[config.mk]
export PLATFORM = sky130hd
export DESIGN_NAME = plic_seg_wrapper
export DESIGN_NICKNAME = d
export VERILOG_FILES = /design/src/rtl/plic_seg_wrapper.sv
export SDC_FILE = /design/constraint.sdc
export NUM_CORES = 1
export LEC_CHECK = 0
export CAP_MARGIN = 10
export CORE_UTILIZATION = 35
export DETAILED_ROUTE_END_ITERATION = 12
export PLACE_DENSITY = 0.62
export SKIP_LAST_GASP = 1
export SLEW_MARGIN = 20
export SYNTH_ARGS = -nofsm -noshare
export SYNTH_HDL_FRONTEND = slang
export SYNTH_SLANG_ARGS = --single-unit
[constraint.sdc]
create_clock -name CLK100MHZ -period 4.42 [get_ports CLK100MHZ]
set_clock_uncertainty 0.1 [all_clocks]
set_input_delay 0.663 -clock CLK100MHZ [delete_from_list [all_inputs] [get_ports CLK100MHZ]]
set_output_delay 0.663 -clock CLK100MHZ [all_outputs]
set_load 0.02 [all_outputs]
[src/rtl/plic_seg_wrapper.sv]
// rtl/plic_seg_wrapper.sv - push-button hex counter driving one active-low seven-segment digit
module plic_seg_wrapper #(
    parameter int SYNC_STAGES     = 2,
    parameter int DEBOUNCE_CYCLES = 3,
    parameter int COUNT_WIDTH     = 4
) (
    input  logic CLK100MHZ,
    input  logic BTND,
    input  logic BTNC,
    output logic CA,
    output logic CB,
    output logic CC,
    output logic CD,
    output logic CE,
    output logic CF,
    output logic CG
);

    // Debounce counter is sized for the full 1..255 parameter range.
    localparam int              DB_W    = 8;
    localparam logic [DB_W-1:0] DB_LAST = DB_W'(DEBOUNCE_CYCLES - 1);

    // Segment bits are ordered {g,f,e,d,c,b,a}; the reset pattern shows "0".
    localparam logic [6:0] SEG_N_ZERO = 7'b1000000;

    logic [SYNC_STAGES-1:0] r_sync;
    logic                   w_sync;
    logic                   r_db;
    logic [DB_W-1:0]        r_db_cnt;
    logic                   w_mismatch;
    logic                   w_settle;
    logic                   r_db_prev;
    logic                   w_inc;
    logic [COUNT_WIDTH-1:0] r_count;
    logic [3:0]             w_digit;
    logic [6:0]             w_lit;
    logic [6:0]             r_seg_n;

    // Shift the raw button through the synchroniser chain.
    always_ff @(posedge CLK100MHZ or negedge BTND) begin
        if (!BTND) begin
            r_sync <= '0;
        end else begin
            r_sync <= {r_sync[SYNC_STAGES-2:0], BTNC};
        end
    end

    assign w_sync     = r_sync[SYNC_STAGES-1];
    assign w_mismatch = w_sync ^ r_db;
    // The mismatch that brings the run up to DEBOUNCE_CYCLES is the one that flips the level.
    assign w_settle   = w_mismatch && (r_db_cnt == DB_LAST);

    // Count consecutive disagreeing cycles; flip the debounced level once the run is long enough.
    always_ff @(posedge CLK100MHZ or negedge BTND) begin
        if (!BTND) begin
            r_db     <= 1'b0;
            r_db_cnt <= '0;
        end else if (!w_mismatch) begin
            r_db_cnt <= '0;
        end else if (w_settle) begin
            r_db     <= ~r_db;
            r_db_cnt <= '0;
        end else begin
            r_db_cnt <= r_db_cnt + 1'b1;
        end
    end

    // Remember the previous debounced level so only a press (0->1) produces an increment.
    always_ff @(posedge CLK100MHZ or negedge BTND) begin
        if (!BTND) begin
            r_db_prev <= 1'b0;
        end else begin
            r_db_prev <= r_db;
        end
    end

    assign w_inc = r_db & ~r_db_prev;

    // Advance the counter once per press, wrapping naturally at the register width.
    always_ff @(posedge CLK100MHZ or negedge BTND) begin
        if (!BTND) begin
            r_count <= '0;
        end else if (w_inc) begin
            r_count <= r_count + COUNT_WIDTH'(1);
        end
    end

    // Only the low nibble is displayed; COUNT_WIDTH is expected to be at least 4.
    assign w_digit = r_count[3:0];

    // Hex to lit-segment lookup, bit order {g,f,e,d,c,b,a}.
    always_comb begin
        w_lit = 7'b0000000;
        case (w_digit)
            4'h0:    w_lit = 7'b0111111;
            4'h1:    w_lit = 7'b0000110;
            4'h2:    w_lit = 7'b1011011;
            4'h3:    w_lit = 7'b1001111;
            4'h4:    w_lit = 7'b1100110;
            4'h5:    w_lit = 7'b1101101;
            4'h6:    w_lit = 7'b1111101;
            4'h7:    w_lit = 7'b0000111;
            4'h8:    w_lit = 7'b1111111;
            4'h9:    w_lit = 7'b1101111;
            4'hA:    w_lit = 7'b1110111;
            4'hB:    w_lit = 7'b1111100;
            4'hC:    w_lit = 7'b0111001;
            4'hD:    w_lit = 7'b1011110;
            4'hE:    w_lit = 7'b1111001;
            4'hF:    w_lit = 7'b1110001;
            default: w_lit = 7'b0000000;
        endcase
    end

    // Register the inverted pattern so the pins are glitch-free and active-low.
    always_ff @(posedge CLK100MHZ or negedge BTND) begin
        if (!BTND) begin
            r_seg_n <= SEG_N_ZERO;
        end else begin
            r_seg_n <= ~w_lit;
        end
    end

    assign CA = r_seg_n[0];
    assign CB = r_seg_n[1];
    assign CC = r_seg_n[2];
    assign CD = r_seg_n[3];
    assign CE = r_seg_n[4];
    assign CF = r_seg_n[5];
    assign CG = r_seg_n[6];

endmodule

# After elaboration in Yosys (flattened, before gate mapping)
# Memories as Yosys holds them, arrays and structs flattened.
# Index checks and enable logic that the tools add are counted.
# op_classes
n_addsub	2
multipliers	0
div	0
order_cmp	0
n_eq_ne	1
n_shift	0
muxes	2
n_bitwise	5
n_reduce_logical	2
# op_table
cell	count
8-bit 2-to-1 mux	2
8-bit by 1-bit adder with 8-bit output, second input constant	1
8-bit by 2-bit == test with 1-bit output, second input constant	1
7-bit NOT	1
4-bit by 1-bit adder with 4-bit output, second input constant	1
1-bit NOT	2
2-bit AND reduction	1
1-bit bitwise AND	1
1-bit logical AND	1
1-bit XOR	1
# word_totals
regBits	23
latch_bits	0
ramBits	0
romBits	112
input_bits	3
out_inout_bits	7
elab_cells	19
memories	1
# memory_table
memory	depth	word_bits	read_ports	rd_ports_with_merged_regs	write_ports	line	source
(no name shown)	16	7	1	0	0	94	case (w_digit)

# Longest topological paths before layout
# Gate-level depths: netlist of run 1.
# logic_depth
ltp_word	4
mapped_depth	5
mapped_depth_nobuf	5

# Worst setup path after synthesis of run 1
# OpenSTA, ideal clock, no wires.
# synth_path
path_kind	register to register
start	register r_count[0]
end	register r_seg_n[3]
setup_time_ns	0.138
t_arrival_ns	1.288
path_slack_ns	2.893
stages_incl_launch_ff	5
path_buffers	0
period_less_slack_ns	1.527
cell_sequence	dfrtp_1 -> inv_1 -> ha_1 -> inv_1 -> mux4_2
# synth_via
elab_chain_len	2
# synth_rtl
item	line	source
from (decl)	34	logic [COUNT_WIDTH-1:0] r_count;
from (signal assigned)	84	r_count <= r_count + COUNT_WIDTH'(1);
memory 16 x 7 bit	--	
7-bit NOT	120	r_seg_n <= ~w_lit;
to (signal assigned)	120	
to (decl)	37	logic [6:0] r_seg_n;
# No other way between the ends.
# A chain may end at the register's enable or synchronous reset.

# Worst setup path after layout of run 1
# layout_path
start	register r_seg_n[6]
end	output port CG
# layout_lines
item	line	source
to (decl)	16	output logic CG
# No word-level cell between the ends.

==> results of run 1 <==
==> metrics by stage <==
stage	hold slack (ns)	cell area [um2]	power (mW)	util (%)	worst slack [ns]
3_5_place_dp	0.246	1190	0.704	41.8	2.34
2_1_floorplan	0.231	1080	0.600	-	2.89
3_3_place_gp	0.238	1190	0.693	41.8	2.44
4_1_cts	0.276	1220	0.800	42.8	2.22
5_1_grt	0.228	1210	0.863	42.6	2.20
6_report	0.207	1210	0.785	42.6	2.24
==> sequential cells by signal, indices dropped and copies added (netlist names) <==
signal	flops
r_db_cnt	8
r_seg_n	7
r_count	4
r_sync	2
r_db	1
r_db_prev	1
==> metal layers <==
metal / global-route usage (%) / vias to the layer above / part of all wire [%]
met1: 15.7 / 317 / 49
met2: 18.3 / 13 / 46
met4: 5.23 / 0 / 1.2
met3: 2.01 / 2 / 3.7
met5: 0 / - / 0
li1: - / 351 / -
==> logic make-up after synthesis <==
| group | after synthesis |
|---|---|
| compound gates | 17 |
| buf+inv | 8 |
| simple gates | 31 |
| xor+xnor | 8 |
| fa+ha+maj | 8 |
| flops | 23 |
| mux | 3 |
==> path summary, 6_finish.rpt <==
path / start / end / slack, ns / cells after the start
min in group CLK100MHZ: r_sync[0] / r_sync[1] / 0.27 / 0
min: BTND / r_sync[0] / 0.21 / 1
max reg2reg: r_count[0] / r_seg_n[3] / 2.77 / 4
max: r_seg_n[6] / CG / 2.24 / 1
max in group asynchronous: BTND / r_seg_n[6] / 3.65 / 1
min reg2reg: r_sync[0] / r_sync[1] / 0.27 / 0
==> final cells by class <==
| cell class | count | share of cell area [%] |
|---|---|---|
| Clock buffer | 4 | 2.16 |
| Tap cell | 31 | 3.19 |
| Multi-Input combinational cell | 67 | 38.9 |
| Sequential cell | 23 | 47.5 |
| Timing Repair Buffer | 9 | 7.00 |
| Inverter | 4 | 1.24 |
==> power by group through the flow <==
stage	sequential [mW]	combinational (mW)	clock, mW
floorplan	0.360	0.240	0
global placement	0.361	0.331	0
detailed placement	0.365	0.339	0
CTS	0.361	0.340	0.0991
global route	0.377	0.378	0.108
finish	0.359	0.333	0.0930
==> synth_stat cells, types with 2 or more instances <==
cell	count
nand3_1	4
a21oi_1	7
dfrtp_1	22
nor2_1	8
o21ai_0	5
buf_2	3
or3_1	3
nand4_1	2
nor2b_1	2
xor2_1	2
xnor2_1	6
nand2_1	8
inv_1	4
ha_1	8
==> impl_metrics.yaml, run 1 <==
power_and_ir_drop:
  p_int_mw: 0.485
  switchingPower_mw: 0.301
  power.leakage_nw: 0.514
  comb_power_share_pct: 42.4
  ir_drop_v: 0.000277
  switching_share_pct: 38.3
  seqPwrFrac_pct: 45.7
  power.share.clock_pct: 11.8
  power.density_nw_per_um2: 646
timing:
  hold_viol: 0
  worst_pin_slew_ns: 0.497
  grt_setup_unrepaired: "false"
  period_share_pct: 49.2
  final.setup.tns_ns: 0
  fin_crit_ns: 2.18
  finalSetupViolations: 0
  slew_violations: 0
  fmax_ghz: 0.460
  relSlewSlack_pct: 66.9
place:
  placed_cells_incl_taps: 134
  hpwlAfterDp_um: 1130
  gp_congestion: 0.807
  io_buffers: 9
synth:
  synth_edf_count: 0
  ys.flop_type: "dfrtp_1"
  yosys.area.top_type: "dfrtp_1"
  synth.area.mux_share_pct: 4.04
  async_reset_ff_share_pct: 100
  syn_inst: 98
  synthesis.nets: 109
  synth_compound_area_share_pct: 9.12
  yosys.area_share.simple_pct: 14.8
  synthXorXnorAreaFrac_pct: 6.47
  synth_top_area_share_pct: 50.8
  synthDistinctLibCells: 28
  syn_avg_cell_area_um2: 11.1
  yosysSeqAreaShare_pct: 53.2
  ys_warn_count: 0
  netlist_top_cells_area: "dfrtp_1 (51%), ha_1 (9.2%), xnor2_1 (4.8%), a21oi_1 (3.2%), nand2_1 (2.8%)"
  synth_fa_ha_area_share_pct: 9.24
  netlist_area_um2: 1080
  synth_top_family_by_area: "simple AND/OR/NAND/NOR gates"
  ys_ff_latch: 23
setup_path:
  crit_fanout: 1
  crit_chain: "clkdlybuf4s50_1"
  crit_path_top_delay_cell: "clkdlybuf4s50_1"
  required_ns: 3.66
  slowest_delay_ns: 0.59
  critical_path_class: "flip-flop to primary output"
  critPathLaunchType: "flip-flop"
  crit_buf_inv: 1
  cp_data_arrival_time_ns: 1.41
  crit_family: "buffers and inverters"
  critPathCaptureType: "primary output"
floorplan:
  initial_core_util_pct: 38.0
  die_h_um: 57.6
  rows: 19
  core_area_um2: 2850
  pin_count: 10
  dieArea_um2: 3320
  die_x_um: 57.6
clocking:
  tritoncts: "built"
  ctsHtreeMaxLevel: 1
  clk_latency_ns: 0.30
  clock_path_buffers: 2
  cts_hold_buf: 0
  cts_sinks: 23
  clk_pin_slew_ns: 0.12
  cts_root_buf: "clkbuf_4"
  cts_resized: 0
  cts_setup_buffers: 0
  numCtsBuffers: 3
global_routing:
  grt_pass1_wl_um: 2910
  antenna_found_initial: 0
  grt_max_degree: 24
  track_usage_pct: 11.6
  first_global_vias: 665
  grt_overflow: 0
drt:
  routed_wl_um: 1580
  ant_nets: 0
  drt-initial-drc-count: 16
  firstDrtPassIters: 9
  drc: 1
  vias: 683
  vias_per_cell: 4.95
  wl_per_cell_um: 11.5
final_layout:
  diodes: 0
  fillers: 284
  final-seq-area_um2: 577
  fin_cells: 138
  layout_common_cells: "dfrtp_1 (22), nor2_1 (8), nand2_1 (8), ha_1 (8), clkdlybuf4s50_1 (8)"
  drive_above_1_share_pct: 8.41
  fin_nets: 119
  area_growth_pct: 12.1
  mostFrequentLayoutCell: "dfrtp_1"
  multi_input_area_um2: 473
outcome:
  failed_checks: "design-rule violations"
  status: "finished with violations"
run:
  drv_cap: 0
hold_path:
  hp-class: "primary input to async pin"
Power figures use the tool's default switching activity.
==> inputs of run 2 (changes only) <==
==> constraint.sdc (replaced) <==
create_clock -name CLK100MHZ -period 2.3 [get_ports CLK100MHZ]
set_clock_uncertainty 0.1 [all_clocks]
set_input_delay 0.345 -clock CLK100MHZ [delete_from_list [all_inputs] [get_ports CLK100MHZ]]
set_output_delay 0.345 -clock CLK100MHZ [all_outputs]
set_load 0.02 [all_outputs]
==> run 2 against run 1 <==
Compared with the run above: the flow still finishes with violations (design-rule violations); clock-buffer cell count is 1 lower; cell area up 1.1%; first-iteration DRC count fell by 31%; total power increased by 93%; via count up 1.3%; critical path type unchanged; clock power is 92% higher; global-route usage up 0.090 points; flip-flop and latch count is the same; register-to-register slack worse by 2.1 ns.
==> impl_metrics.yaml, run 2 (synthesis gave the netlist of run 1 again) <==
final_layout:
  top_register: "r_db_cnt"
  mostFrequentLayoutCell: "dfrtp_1"
  fillers: 283
  final_cell_area_um2: 1230
  area_growth_pct: 13.4
  largest_register_ffs: 8
  drive_above_1_share_pct: 9.26
  fin_nets: 120
  diodes: 0
  layout_common_cells: "dfrtp_1 (22), clkdlybuf4s50_1 (9), nor2_1 (8), nand2_1 (8), ha_1 (8)"
  reg.largest.list: "r_db_cnt (8), r_seg_n (7), r_count (4)"
timing:
  final.setup.tns_ns: 0
  relSlewSlack_pct: 65.9
  slew_violations: 0
  fmax_ghz: 0.537
  grt_setup_unrepaired: "false"
  period_share_pct: 81.0
  whs_ns: 0.264
  finalSetupViolations: 0
  worst_pin_slew_ns: 0.511
  worst_slack_ns: 0.437
  hold_viol: 0
  fin_crit_ns: 1.86
floorplan:
  die_h_um: 57.6
  core_area_um2: 2850
  initial_core_util_pct: 38.0
  die_x_um: 57.6
  rows: 19
  dieArea_um2: 3320
  pin_count: 10
clocking:
  clk_pin_slew_ns: 0.12
  ctsHtreeMaxLevel: 1
  clock_path_buffers: 2
  tritoncts: "built"
  cts_hold_buf: 0
  cts_setup_buffers: 0
  numCtsBuffers: 3
  clk_latency_ns: 0.31
  cts_resized: 0
  cts_sinks: 23
  cts_root_buf: "clkbuf_4"
setup_path:
  crit_chain: "clkdlybuf4s50_1"
  crit_path_top_delay_cell: "clkdlybuf4s50_1"
  crit_buf_inv: 1
  cp_data_arrival_time_ns: 1.42
  critPathLaunchType: "flip-flop"
  critical_path_class: "flip-flop to primary output"
  required_ns: 1.86
  slowest_delay_ns: 0.59
  critPathCaptureType: "primary output"
  crit_fanout: 1
  crit_family: "buffers and inverters"
place:
  pre_cts_ws_ns: 0.650
  hpwlAfterDp_um: 1190
  placed_area_um2: 1200
  gp_congestion: 0.760
  io_buffers: 9
power_and_ir_drop:
  power.density_nw_per_um2: 1230
  ir_drop_v: 0.000658
  power.leakage_nw: 0.522
drt:
  drt-initial-drc-count: 11
  firstDrtPassIters: 8
  ant_nets: 0
  wl_per_cell_um: 11.6
  vias_per_cell: 4.98
  drc: 1
  vias: 692
  routed_wl_um: 1610
global_routing:
  track_usage_pct: 11.7
  antenna_found_initial: 0
  grt_pass1_wl_um: 2960
  first_global_vias: 672
  grt_max_degree: 24
  grt_overflow: 0
outcome:
  status: "finished with violations"
  failed_checks: "design-rule violations"
run:
  drv_cap: 0
hold_path:
  hp-class: "flip-flop to flip-flop"
run 2: cell count changes in the layout (fill, tap and decap cells not counted), sizes merged:
cell / before / now
clkbuf: 4 / 3
clkinv: 0 / 1
clkdlybuf4s50: 8 / 9
run 2: area by class of cell:
type / count / area, um2 / area share [%]
inverter: 4 / 15.0 / 1.22
multi-input combinational: 67 / 473 / 38.5
tap: 31 / 38.8 / 3.16
clock inverter: 1 / 5.00 / 0.407
sequential: 23 / 577 / 46.9
timing repair buffer: 10 / 97.6 / 7.94
clock buffer: 3 / 22.5 / 1.83
run 2: through the flow:
stage / cells / util, % / total power [mW]
finish: 139 / 43.1 / 1.52
global route: 139 / 43.1 / 1.66
detailed placement: 135 / 42.1 / 1.36
global placement: 135 / 42.1 / 1.33
floorplan: 98 / - / 1.15
CTS: 139 / 43.1 / 1.54
run 2: final timing paths:
path                            start     endpoint  slack (ns)  cells after the start
max                        r_seg_n[6]           CG        0.44                      1
min                         r_sync[0]    r_sync[1]        0.26                      0
max reg2reg                r_count[0]   r_seg_n[3]        0.64                      4
min reg2reg                 r_sync[0]    r_sync[1]        0.26                      0
max in group asynchronous        BTND   r_seg_n[6]        1.55                      2
min in group asynchronous        BTND  r_db_cnt[1]        0.27                      2
run 2: power breakdown:
| part | switching, mW | total, mW | internal, mW |
|---|---|---|---|
| logic | 0.322 | 0.647 | 0.326 |
| registers | 0.150 | 0.691 | 0.541 |
| clock network | 0.114 | 0.179 | 0.0649 |
| total | 0.585 | 1.52 | 0.932 |
run 2: per-layer routing:
metal | vias to the layer above | track usage, % | share of wire [%]
li1 | 354 | - | -
met1 | 324 | 14.3 | 46
met2 | 12 | 19.8 | 48
met3 | 2 | 4.69 | 4.5
met4 | 0 | 2.09 | 1.0
met5 | - | 0 | 0
==> inputs of run 3 (changes only) <==
--- a/config.mk
+++ b/config.mk
@@ -8,7 +8,7 @@
 export CAP_MARGIN = 10
 export CORE_UTILIZATION = 35
 export DETAILED_ROUTE_END_ITERATION = 12
-export PLACE_DENSITY = 0.62
+export PLACE_DENSITY = 0.64
 export SKIP_LAST_GASP = 1
 export SLEW_MARGIN = 20
 export SYNTH_ARGS = -nofsm -noshare
==> constraint.sdc (replaced) <==
create_clock -name CLK100MHZ -period 1.6 [get_ports CLK100MHZ]
set_clock_uncertainty 0.1 [all_clocks]
set_input_delay 0.24 -clock CLK100MHZ [delete_from_list [all_inputs] [get_ports CLK100MHZ]]
set_output_delay 0.24 -clock CLK100MHZ [all_outputs]
set_load 0.02 [all_outputs]
==> run 3 against run 2 <==
Compared with the run above: the flow now finishes without violations; worst setup slack got worse by 0.36 ns; highest routed layer unchanged; cell area rose by 3.2%; worst hold slack got worse by 0.10 ns; global-route usage rose by 0.71 points.
==> impl_metrics.yaml, run 3 (synthesis gave the netlist of run 1 again) <==
clocking:
  clk_pin_slew_ns: 0.12
  ctsHtreeMaxLevel: 1
  clock_path_buffers: 2
  cts_sinks: 23
  cts_hold_buf: 0
  clk_latency_ns: 0.31
  numCtsBuffers: 3
  cts_root_buf: "clkbuf_4"
  tritoncts: "built"
floorplan:
  die_x_um: 57.6
  initial_core_util_pct: 38.0
  die_h_um: 57.6
  pin_count: 10
  dieArea_um2: 3320
  rows: 19
  core_area_um2: 2850
drt:
  ant_nets: 0
  drt-initial-drc-count: 11
  vias: 746
  drc: 0
  vias_per_cell: 5.14
  wl_per_cell_um: 12.2
  firstDrtPassIters: 4
  routed_wl_um: 1760
global_routing:
  grt_overflow: 0
  first_global_vias: 732
  grt_max_degree: 24
  track_usage_pct: 12.4
  grt_pass1_wl_um: 3110
  antenna_found_initial: 0
setup_path:
  critical_path.startpoint: "r_seg_n[6]"
  critPathLaunchType: "flip-flop"
  crit_path_top_delay_cell: "dfstp_2"
  critPathCaptureType: "primary output"
  crit_fanout: 1
  cp_data_arrival_time_ns: 1.18
  crit_family: "flip-flops"
  worstReg2RegStart: "r_count[0]"
  critical_path_class: "flip-flop to primary output"
  required_ns: 1.26
  crit_chain: "dlygate4sd2_1"
  crit_buf_inv: 1
  slowest_delay_ns: 0.54
final_layout:
  fin_nets: 126
  layout_common_cells: "dfrtp_1 (22), nor2_1 (8), nand2_1 (8), ha_1 (8)"
  drive_above_1_share_pct: 13.2
  largest_register_ffs: 8
  fillers: 280
  top_register: "r_db_cnt"
  area_growth_pct: 17.0
  reg.largest.list: "r_db_cnt (8), r_seg_n (7), r_count (4)"
  final_util_pct: 44.4
  diodes: 0
  mostFrequentLayoutCell: "dfrtp_1"
hold_path:
  hp-class: "primary input to async pin"
place:
  hpwlAfterDp_um: 1280
  io_buffers: 9
  gp_congestion: 0.759
timing:
  fin_crit_ns: 1.52
  fmax_ghz: 0.658
  final.setup.tns_ns: 0
  relSlewSlack_pct: 65.6
  slew_violations: 0
  finalSetupViolations: 0
  hold_viol: 0
  worst_pin_slew_ns: 0.517
  grt_setup_unrepaired: "false"
  period_share_pct: 94.9
power_and_ir_drop:
  power.leakage_nw: 0.572
  power.density_nw_per_um2: 1770
  ir_drop_v: 0.000804
run:
  drv_cap: 0
outcome:
  status: "complete, no violations"
[run 3: cell types whose count changed in the layout (fill, tap and decap cells not counted)]
cell             change
buf_4                +6
clkinv_2             -1
dlymetal6s2s_1       +1
dlygate4sd2_1        +6
clkbuf_1             +1
clkdlybuf4s50_1      -7
[run 3: report_power, final]
group | internal, mW | switching (mW) | total (mW)
Clock | 0.0973 | 0.169 | 0.266
Sequential | 0.778 | 0.161 | 0.940
Combinational | 0.492 | 0.542 | 1.03
[run 3: path summary, 6_finish.rpt]
| path | slack (ns) | end | cells after the start |
|---|---|---|---|
| min | 0.16 | r_sync[1] | 2 |
| max | 0.08 | CG | 1 |
| max reg2reg | 0.11 | r_seg_n[3] | 3 |
| max in group asynchronous | 0.96 | r_seg_n[6] | 2 |
| min reg2reg | 0.26 | r_sync[1] | 0 |
| min in group CLK100MHZ | 0.26 | r_sync[0] | 1 |
[run 3: cell type report]
class / count / area [um2] / share of cell area (%)
sequential: 23 / 577 / 45.5
multi-input combinational: 67 / 473 / 37.3
timing repair buffer: 16 / 138 / 10.9
tap: 31 / 38.8 / 3.06
clock buffer: 4 / 26.3 / 2.07
inverter: 4 / 15.0 / 1.18
[run 3: stage by stage]
step	setup WS [ns]	instance area, um2	hold slack [ns]	power (mW)	cells
after floorplan	0.0734	1080	-0.156	1.66	98
after global placement	0.135	1240	0.238	2.00	140
after detailed placement	0.0717	1240	0.236	2.03	140
after CTS	0.000828	1260	0.158	2.26	144
after global routing	0.0344	1270	0.185	2.41	145
final	0.0809	1270	0.162	2.24	145
[run 3: timing repair]
action,CTS,global route
buffers inserted,0,1
resized for setup,6,1
setup endpoints to repair,6,2
[run 3: metal layers]
layer / part of all wire [%] / global-route usage (%) / up-vias
met1: 44 / 14.2 / 368
met2: 50 / 21.8 / 9
li1: - / - / 365
met5: 0 / 0 / -
met4: 1.5 / 4.18 / 0
met3: 3.6 / 4.02 / 4
